==> src/rtl/ppi_mode1_handshake.sv <==
// ppi_mode1_handshake
// ----------------------------------------------------------------------------
// Single-port strobed I/O handshake in the style of a PPI mode-1 port.
// DIR selects strobed input (peripheral writes via STB_N, CPU reads DOUT) or
// strobed output (CPU writes PORT_OUT, peripheral takes it via ACK_N).
//
// Ports
//   i_clk, i_rst      clock, asynchronous active-high reset
//   i_dir             1 = strobed input, 0 = strobed output
//   i_inte            interrupt enable (gates o_intr only)
//   i_cs, i_rd, i_wr  active-low CPU select / read / write, synchronous
//   i_din             CPU write data
//   o_dout            input latch, read by the CPU
//   i_port_in         peripheral data in (input mode)
//   o_port_out        output register to the peripheral
//   o_port_oe         peripheral-side driver enable (~i_dir)
//   i_stb_n           asynchronous peripheral strobe, active-low
//   o_ibf             input buffer full
//   i_ack_n           asynchronous peripheral acknowledge, active-low
//   o_obf_n           output buffer full, active-low
//   o_intr            interrupt request (intr_req AND i_inte)
//   o_ovr             input overrun flag
// ----------------------------------------------------------------------------
module ppi_mode1_handshake #(
  parameter int WIDTH       = 8,
  parameter int SYNC_STAGES = 2   // must be >= 2
) (
  input  logic             i_clk,
  input  logic             i_rst,
  input  logic             i_dir,
  input  logic             i_inte,
  input  logic             i_cs,
  input  logic             i_rd,
  input  logic             i_wr,
  input  logic [WIDTH-1:0] i_din,
  output logic [WIDTH-1:0] o_dout,
  input  logic [WIDTH-1:0] i_port_in,
  output logic [WIDTH-1:0] o_port_out,
  output logic             o_port_oe,
  input  logic             i_stb_n,
  output logic             o_ibf,
  input  logic             i_ack_n,
  output logic             o_obf_n,
  output logic             o_intr,
  output logic             o_ovr
);

  typedef enum logic [1:0] {IN_EMPTY, IN_STROBE, IN_FULL, IN_READ} in_state_t;
  typedef enum logic [1:0] {OUT_EMPTY, OUT_WRITE, OUT_FULL, OUT_ACK} out_state_t;

  in_state_t             r_in_state, w_in_nxt;
  out_state_t            r_out_state, w_out_nxt;
  logic [WIDTH-1:0]      r_dout, w_dout_nxt;
  logic [WIDTH-1:0]      r_port_out, w_port_out_nxt;
  logic                  r_ibf, w_ibf_nxt;
  logic                  r_obf_n, w_obf_n_nxt;
  logic                  r_ovr, w_ovr_nxt;
  logic                  r_intr_req, w_intr_nxt;

  logic [SYNC_STAGES-1:0] r_stb_sync, r_ack_sync, r_flush;
  logic                   r_stb_prev, r_ack_prev;
  logic                   r_stb_arm, r_ack_arm;
  logic                   r_rd_d, r_wr_d, r_dir_d;

  logic w_stb_s, w_ack_s, w_flushed;
  logic w_stb_fall, w_stb_rise, w_ack_fall, w_ack_rise;
  logic w_rd_fall, w_rd_rise, w_wr_fall, w_wr_rise;
  logic w_dir_chg;

  // Synchronized levels and edges of the asynchronous strobes
  assign w_stb_s   = r_stb_sync[SYNC_STAGES-1];
  assign w_ack_s   = r_ack_sync[SYNC_STAGES-1];
  assign w_flushed = r_flush[SYNC_STAGES-1];

  // The synchronizers reset to the inactive level, so a line held low
  // through reset would otherwise look like a fresh falling edge. A fall
  // only counts once the synced line has been seen high after reset.
  assign w_stb_fall = r_stb_arm &  r_stb_prev & ~w_stb_s;
  assign w_stb_rise = ~r_stb_prev & w_stb_s;
  assign w_ack_fall = r_ack_arm &  r_ack_prev & ~w_ack_s;
  assign w_ack_rise = ~r_ack_prev & w_ack_s;

  assign w_rd_fall = ~i_cs &  r_rd_d & ~i_rd;
  assign w_rd_rise = ~i_cs & ~r_rd_d &  i_rd;
  assign w_wr_fall = ~i_cs &  r_wr_d & ~i_wr;
  assign w_wr_rise = ~i_cs & ~r_wr_d &  i_wr;

  assign w_dir_chg = i_dir ^ r_dir_d;

  // Stage 0: edge-detection and synchronizer flops
  always_ff @(posedge i_clk or posedge i_rst) begin
    if (i_rst) begin
      r_stb_sync <= '1;
      r_ack_sync <= '1;
      r_stb_prev <= 1'b1;
      r_ack_prev <= 1'b1;
      r_flush    <= '0;
      r_stb_arm  <= 1'b0;
      r_ack_arm  <= 1'b0;
      r_rd_d     <= 1'b1;
      r_wr_d     <= 1'b1;
      r_dir_d    <= 1'b0;
    end else begin
      r_stb_sync <= {r_stb_sync[SYNC_STAGES-2:0], i_stb_n};
      r_ack_sync <= {r_ack_sync[SYNC_STAGES-2:0], i_ack_n};
      r_stb_prev <= w_stb_s;
      r_ack_prev <= w_ack_s;
      // r_flush fills once the chain holds post-reset samples only
      r_flush    <= {r_flush[SYNC_STAGES-2:0], 1'b1};
      r_stb_arm  <= r_stb_arm | (w_flushed & w_stb_s);
      r_ack_arm  <= r_ack_arm | (w_flushed & w_ack_s);
      r_rd_d     <= i_rd;
      r_wr_d     <= i_wr;
      r_dir_d    <= i_dir;
    end
  end

  // Next-state and flag logic for both handshake FSMs
  always_comb begin
    w_in_nxt       = r_in_state;
    w_out_nxt      = r_out_state;
    w_dout_nxt     = r_dout;
    w_port_out_nxt = r_port_out;
    w_ibf_nxt      = r_ibf;
    w_obf_n_nxt    = r_obf_n;
    w_ovr_nxt      = r_ovr;
    w_intr_nxt     = r_intr_req;

    if (w_dir_chg) begin
      // Mode switch aborts everything but keeps both data registers
      w_in_nxt    = IN_EMPTY;
      w_out_nxt   = OUT_EMPTY;
      w_ibf_nxt   = 1'b0;
      w_ovr_nxt   = 1'b0;
      w_intr_nxt  = 1'b0;
      w_obf_n_nxt = 1'b1;
    end else if (i_dir) begin
      w_out_nxt = OUT_EMPTY;
      case (r_in_state)
        IN_EMPTY: begin
          if (w_stb_fall) begin
            w_dout_nxt = i_port_in;
            w_ibf_nxt  = 1'b1;
            w_in_nxt   = IN_STROBE;
          end
        end
        IN_STROBE: begin
          if (w_stb_rise) begin
            w_in_nxt   = IN_FULL;
            w_intr_nxt = 1'b1;
          end
        end
        IN_FULL: begin
          if (w_rd_fall) begin
            w_in_nxt   = IN_READ;
            w_intr_nxt = 1'b0;
          end
          if (w_stb_fall) w_ovr_nxt = 1'b1;
        end
        IN_READ: begin
          // A strobe landing on the read-completion edge is dropped
          if (w_rd_rise) begin
            w_in_nxt  = IN_EMPTY;
            w_ibf_nxt = 1'b0;
            w_ovr_nxt = 1'b0;
          end else if (w_stb_fall) begin
            w_ovr_nxt = 1'b1;
          end
        end
        default: w_in_nxt = IN_EMPTY;
      endcase
    end else begin
      w_in_nxt = IN_EMPTY;
      case (r_out_state)
        OUT_EMPTY, OUT_FULL: begin
          // CPU write wins over a coincident acknowledge
          if (w_wr_fall) begin
            w_out_nxt      = OUT_WRITE;
            w_port_out_nxt = i_din;
            w_intr_nxt     = 1'b0;
            w_obf_n_nxt    = 1'b1;
          end else if ((r_out_state == OUT_FULL) && w_ack_fall) begin
            w_out_nxt   = OUT_ACK;
            w_obf_n_nxt = 1'b1;
          end
        end
        OUT_WRITE: begin
          if (w_wr_rise) begin
            w_out_nxt   = OUT_FULL;
            w_obf_n_nxt = 1'b0;
          end
        end
        OUT_ACK: begin
          if (w_ack_rise) begin
            w_out_nxt  = OUT_EMPTY;
            w_intr_nxt = 1'b1;
          end
        end
        default: w_out_nxt = OUT_EMPTY;
      endcase
    end
  end

  // Stage 1: FSM state, flags and data registers
  always_ff @(posedge i_clk or posedge i_rst) begin
    if (i_rst) begin
      r_in_state  <= IN_EMPTY;
      r_out_state <= OUT_EMPTY;
      r_dout      <= '0;
      r_port_out  <= '0;
      r_ibf       <= 1'b0;
      r_obf_n     <= 1'b1;
      r_ovr       <= 1'b0;
      r_intr_req  <= 1'b0;
    end else begin
      r_in_state  <= w_in_nxt;
      r_out_state <= w_out_nxt;
      r_dout      <= w_dout_nxt;
      r_port_out  <= w_port_out_nxt;
      r_ibf       <= w_ibf_nxt;
      r_obf_n     <= w_obf_n_nxt;
      r_ovr       <= w_ovr_nxt;
      r_intr_req  <= w_intr_nxt;
    end
  end

  assign o_dout     = r_dout;
  assign o_port_out = r_port_out;
  assign o_port_oe  = ~i_dir;
  assign o_ibf      = r_ibf;
  assign o_obf_n    = r_obf_n;
  assign o_ovr      = r_ovr;
  assign o_intr     = r_intr_req & i_inte;

endmodule

==> config.mk <==
export PLATFORM = sky130hd
export DESIGN_NAME = ppi_mode1_handshake
export DESIGN_NICKNAME = d
export VERILOG_FILES = /design/src/rtl/ppi_mode1_handshake.sv
export SDC_FILE = /design/constraint.sdc
export NUM_CORES = 1
export LEC_CHECK = 0
export CORE_ASPECT_RATIO = 0.5
export CORE_MARGIN = 5
export CORE_UTILIZATION = 45
export DETAILED_ROUTE_END_ITERATION = 10
export PLACE_DENSITY_LB_ADDON = 0.12
export SLEW_MARGIN = 0
export SYNTH_ARGS = -nofsm -noshare
export SYNTH_HDL_FRONTEND = slang
export SYNTH_SLANG_ARGS = --single-unit
==> constraint.sdc <==
create_clock -name i_clk -period 2.1 [get_ports i_clk]
set_input_delay 0.315 -clock i_clk [delete_from_list [all_inputs] [get_ports i_clk]]
set_output_delay 0.315 -clock i_clk [all_outputs]
set_load 0.03 [all_outputs]
==> results.ini, run 1 <==
[pwr]
p_int_uw = 1563
seq_power_share = 0.401
irDropWorstVdd_uv = 752.9
power_switching_uw = 708.3
switching_share = 0.3118
p_leak_uw = 0.001014
p_per_area_nw_per_um2 = 948.5
clkPwrFrac = 0.267
comb_power_share = 0.331

[route]
vias = 1266
firstDrtPassIters = 4
ant_nets = 0
drc = 0
wirelength_mm = 3.642
drt_iter0_markers = 26
wl_per_cell_um = 14.74
viasPerCell = 5.126

[run]
drv_cap = 0

[place]
port_buffers = 45
place_inst = 239
dpl_worst_slack_ns = -0.2662
placed_cell_area_um2 = 2270
place.gp.congestion = 0.8957
dp_hpwl_mm = 2.761

[worst_setup_path]
crit_path_max_fanout = 7
end_kind = flip-flop
crit_chain = clkdlybuf4s50_1 -> inv_2 -> ha_2 -> buf_4 -> nand3b_1 -> o32ai_2 -> nor3_1 -> a221o_1
cp_data_required_time_ns = 2.27
cp_num_buf_inv = 3
crit_arrival_ns = 2.17
cp-start-kind = primary input
critPathSlowestCell = clkdlybuf4s50_1
criticalPathCategory = primary input to flip-flop
cpPeakStageDelay_ns = 0.50
crit_family = buffers and inverters

[cells_and_area]
final_cells = 247
stdcell_area_um2 = 2395
layout_common_cells = clkdlybuf4s50_1, dfrtp_1, mux2_2
fillCellCount = 271
final_nets = 226
num_antenna_cells = 0
drive_above_1_share = 0.2704
area_delta_synth_final_pct = 42.09
final_common_cell = clkdlybuf4s50_1
final_util = 0.6787

[sta]
clock_skew_ns = 0.004382
rsz0062_at_grt = false
holdWs_ns = 0.3551
fin_crit_ns = 1.996
final-max-slew-violation-count = 0
hold_viol = 0
setup_ws_ns = 0.1041
max_freq_mhz = 501.0
setup_violations = 0
period_share = 0.9504

[grt]
grt_pass1_wl_mm = 6.196
antenna_found_initial = 0
grtUsageMet1 = 0.2039
first_global_vias = 1340
globalRouteMet3Util = 0.06818
global_route.usage.met2 = 0.2523
gr-max-usage-layer = met2
grt.overflow.total = 0
grt_use_total = 0.1647
grt_max_degree = 38

[clocking]
clock_path_buffers = 2
clock-sinks = 37
clk_pin_slew_worst_paths_ns = 0.07
htree_levels = 2
numCtsBuffers = 5
cts_setup_buffers = 0
clk_latency_ns = 0.28
cts-root-buf = clkbuf_8
ctsHoldBuffers = 0
tritoncts = done
cts_resized = 0

[synthesis]
synth_area_per_cell_um2 = 12.58
ys_types = 40
synth_nets = 165
async_flop_share = 1.000
synth_edf_count = 0
synth_seq_cells = 37
yosysWarnings = 0
synthCells = 134
seq_area_frac_synth = 0.5561
synthFlopType = dfrtp_1
synth_area_um2 = 1685

[min_path]
worstHoldPathType = flip-flop to flip-flop

[floorplan]
die_height_um = 53.28
start_util = 0.4777
dieArea_um2 = 5143
ioPinCount = 46
die_w_um = 96.55
rows = 15
core_area_um2 = 3528

[run_status]
outcome = complete, no violations

final timing paths:
| kind | endpoint | slack [ns] | depth (start not counted) | from |
|---|---|---|---|---|
| worst min-delay path | r_flush[1]$_DFF_PP0_ | 0.36 | 0 | r_flush[0]$_DFF_PP0_ |
| worst max register to register | r_in_state[0]$_DFFE_PP0P_ | 0.27 | 7 | r_dir_d$_DFF_PP0_ |
| worst max-delay path | r_in_state[0]$_DFFE_PP0P_ | 0.10 | 8 | i_dir |
| worst min register to register | r_flush[1]$_DFF_PP0_ | 0.36 | 0 | r_flush[0]$_DFF_PP0_ |
| min in group asynchronous | o_port_out[3]$_DFFE_PP0P_ | 0.43 | 3 | i_rst |
| max in group asynchronous | r_wr_d$_DFF_PP1_ | 1.32 | 3 | i_rst |
area by class of cell:
class / instances / area (µm²) / share of cell area
clock inverter: 2 / 38.79 / 0.01620
inverter: 9 / 33.78 / 0.01411
timing repair buffer: 55 / 525.5 / 0.2194
multi-input combinational: 87 / 723.2 / 0.3020
tap: 51 / 63.81 / 0.02665
clock buffer: 6 / 72.57 / 0.03030
sequential: 37 / 937.1 / 0.3913
per-stage QoR:
| stage | power, µW | setup TNS (ns) |
|---|---|---|
| after detailed placement | 1677 | -0.8147 |
| after CTS | 2302 | 0 |
| after global routing | 2388 | 0 |
| after global placement | 1660 | -0.5683 |
| final | 2272 | 0 |
| after floorplan | 1335 | 0 |
synth_stat cells, types with 2 or more instances:
cell type | count | area [µm²]
a21o_1 | 2 | 15.01
a21oi_1 | 3 | 15.01
dfrtp_1 | 28 | 700.7
dfstp_2 | 9 | 236.5
ha_1 | 6 | 75.07
inv_1 | 8 | 30.03
mux2_2 | 17 | 191.4
nand2_1 | 3 | 11.26
nand2b_1 | 4 | 25.02
nand3b_1 | 2 | 15.01
nand4b_1 | 2 | 17.52
nor2_1 | 8 | 30.03
nor2b_1 | 3 | 18.77
nor3_1 | 6 | 30.03
nor3b_1 | 3 | 22.52
nor3b_2 | 2 | 25.02
o21ai_0 | 3 | 15.01
o21bai_1 | 2 | 15.01
o32ai_2 | 2 | 32.53
power groups by stage:
stage	logic, µW	registers (µW)	clock network, µW
floorplan	211	1120	0
global placement	744	916	0
detailed placement	754	923	0
CTS	757	912	632
global route	797	928	663
finish	752	912	607
flip-flops by register name, indices dropped and copies added (netlist names), 2 cells and up:
register / cells
r_ack_sync: 2
o_port_out: 8
r_in_state: 2
r_out_state: 2
o_dout: 8
r_flush: 2
r_stb_sync: 2
kinds of logic after synthesis:
kind of cell             synth area share
buffers and inverters             0.02301
adder cells (fa/ha/maj)           0.04454
other                            0.002225
AO/OA/AOI/OAI                     0.09873
flip-flops                         0.5561
multiplexers                       0.1225
AND/OR/NAND/NOR                    0.1529
layer usage:
layer	part of all wire	vias up
li1	-	596
met1	0.44	620
met2	0.47	46
met3	0.079	4
met4	0.0096	0
met5	0	-
Power figures use the tool's default switching activity.
==> run 2: changes to the inputs <==
- CORE_UTILIZATION: 45 -> 47
==> results.ini, run 2 (synthesis gave the netlist of run 1 again) <==
[worst_setup_path]
crit_start = i_dir
r2r_setup_slack_ns = 0.25
cp_data_required_time_ns = 2.28
cp-start-kind = primary input
crit_path_max_fanout = 8
reg2reg_from = r_dir_d$_DFF_PP0_
end_kind = flip-flop
critPathCapture = r_intr_req$_DFFE_PP0P_
rr_endpoint = r_intr_req$_DFFE_PP0P_
r2r_cells = 6
crit_arrival_ns = 2.22
criticalPathCategory = primary input to flip-flop

[clocking]
clock-sinks = 37
ctsHoldBuffers = 0
tritoncts = done
clock_path_buffers = 2
clk_latency_ns = 0.28
cts_setup_buffers = 0
htree_levels = 2
numCtsBuffers = 5
cts_resized = 0
cts-root-buf = clkbuf_8
clk_pin_slew_worst_paths_ns = 0.08

[cells_and_area]
area_delta_synth_final_pct = 40.39
final_nets = 224
final_common_cell = clkdlybuf4s50_1
seq_area_um2 = 937.1
fillCellCount = 266
multiInputGateArea_um2 = 709.4
layout_common_cells = clkdlybuf4s50_1, dfrtp_1, mux2_2
drive_above_1_share = 0.2577
num_antenna_cells = 0

[sta]
fin_crit_ns = 2.049
final-max-slew-violation-count = 0
period_share = 0.9756
max_freq_mhz = 488.1
fin_tns_setup_ns = 0
rsz0062_at_grt = false
hold_viol = 0
clock_skew_ns = 0.005736
setup_violations = 0
holdWs_ns = 0.3528

[floorplan]
die_height_um = 52.35
rows = 15
die_w_um = 94.69
start_util = 0.4907
core_area_um2 = 3435
dieArea_um2 = 4956
ioPinCount = 46

[route]
vias = 1249
viasPerCell = 5.098
drc = 0
ant_nets = 0
wl_per_cell_um = 14.39
firstDrtPassIters = 5
drt_iter0_markers = 34
wirelength_mm = 3.525

[pwr]
irDropWorstVdd_uv = 610.8
p_leak_uw = 0.001005
p_per_area_nw_per_um2 = 959.6

[run]
drv_cap = 0

[place]
dp_hpwl_mm = 2.568
port_buffers = 45
place.gp.congestion = 0.8427

[min_path]
worstHoldPathType = flip-flop to flip-flop

[grt]
grt_max_degree = 38
grt.overflow.total = 0
first_global_vias = 1282
grt_pass1_wl_mm = 5.747
antenna_found_initial = 0
grt_use_total = 0.1551

[run_status]
outcome = complete, no violations

## run 2: changes by cell type in the layout (fill, tap and decap cells not counted), sizes merged
cell  delta
buf      -2
## run 2: power breakdown
part           switching, µW  total (µW)  internal [µW]
registers               66.3         909            842
clock network            259         616            357
logic                    389         746            358
## run 2: worst max-delay path, stage by stage
cell,delay (ns)
clkdlybuf4s50_1,0.50
inv_2,0.05
ha_1,0.38
or2_1,0.27
o32ai_2,0.32
nor3_2,0.10
mux2_4,0.30
## run 2: final cells by class
cell class	count	area share
clock buffers	6	0.03067
repair buffers	53	0.2158
well taps	51	0.02697
clock inverters	2	0.01639
inverters	9	0.01428
multi-input cells	87	0.2998
flip-flops and latches	37	0.3961
## run 2: worst min path at each step
stage	slack (ns)	cells after the start	startpoint	to
after detailed placement	0.34	0	r_flush[0]$_DFF_PP0_	r_flush[1]$_DFF_PP0_
after global routing	0.36	0	r_flush[0]$_DFF_PP0_	r_flush[1]$_DFF_PP0_
after floorplan	0.32	0	i_ack_n	r_ack_sync[0]$_DFF_PP1_
final	0.35	0	r_flush[0]$_DFF_PP0_	r_flush[1]$_DFF_PP0_
after global placement	0.33	0	r_flush[0]$_DFF_PP0_	r_flush[1]$_DFF_PP0_
after CTS	0.35	0	r_flush[0]$_DFF_PP0_	r_flush[1]$_DFF_PP0_
## run 2: layer usage
layer / vias to the layer above / track usage / routed length, µm
li1: 594 / - / -
met1: 609 / 0.1822 / 1488
met2: 41 / 0.2485 / 1648
met3: 5 / 0.07891 / 356
met4: 0 / 0.05024 / 31
met5: - / 0 / 0
## run 2: stage by stage
step           instance area (µm²)  setup WS, ns  power [µW]  utilization  cells
6_report                      2366       0.05116        2270       0.6889    245
3_3_place_gp                  2255       -0.1696        1653       0.6565    237
5_1_grt                       2366      0.001543        2382       0.6889    245
4_1_cts                       2366       0.05119        2299       0.6889    245
3_5_place_dp                  2255       -0.2451        1671       0.6565    237
2_1_floorplan                 1685        0.3001        1335            -    134
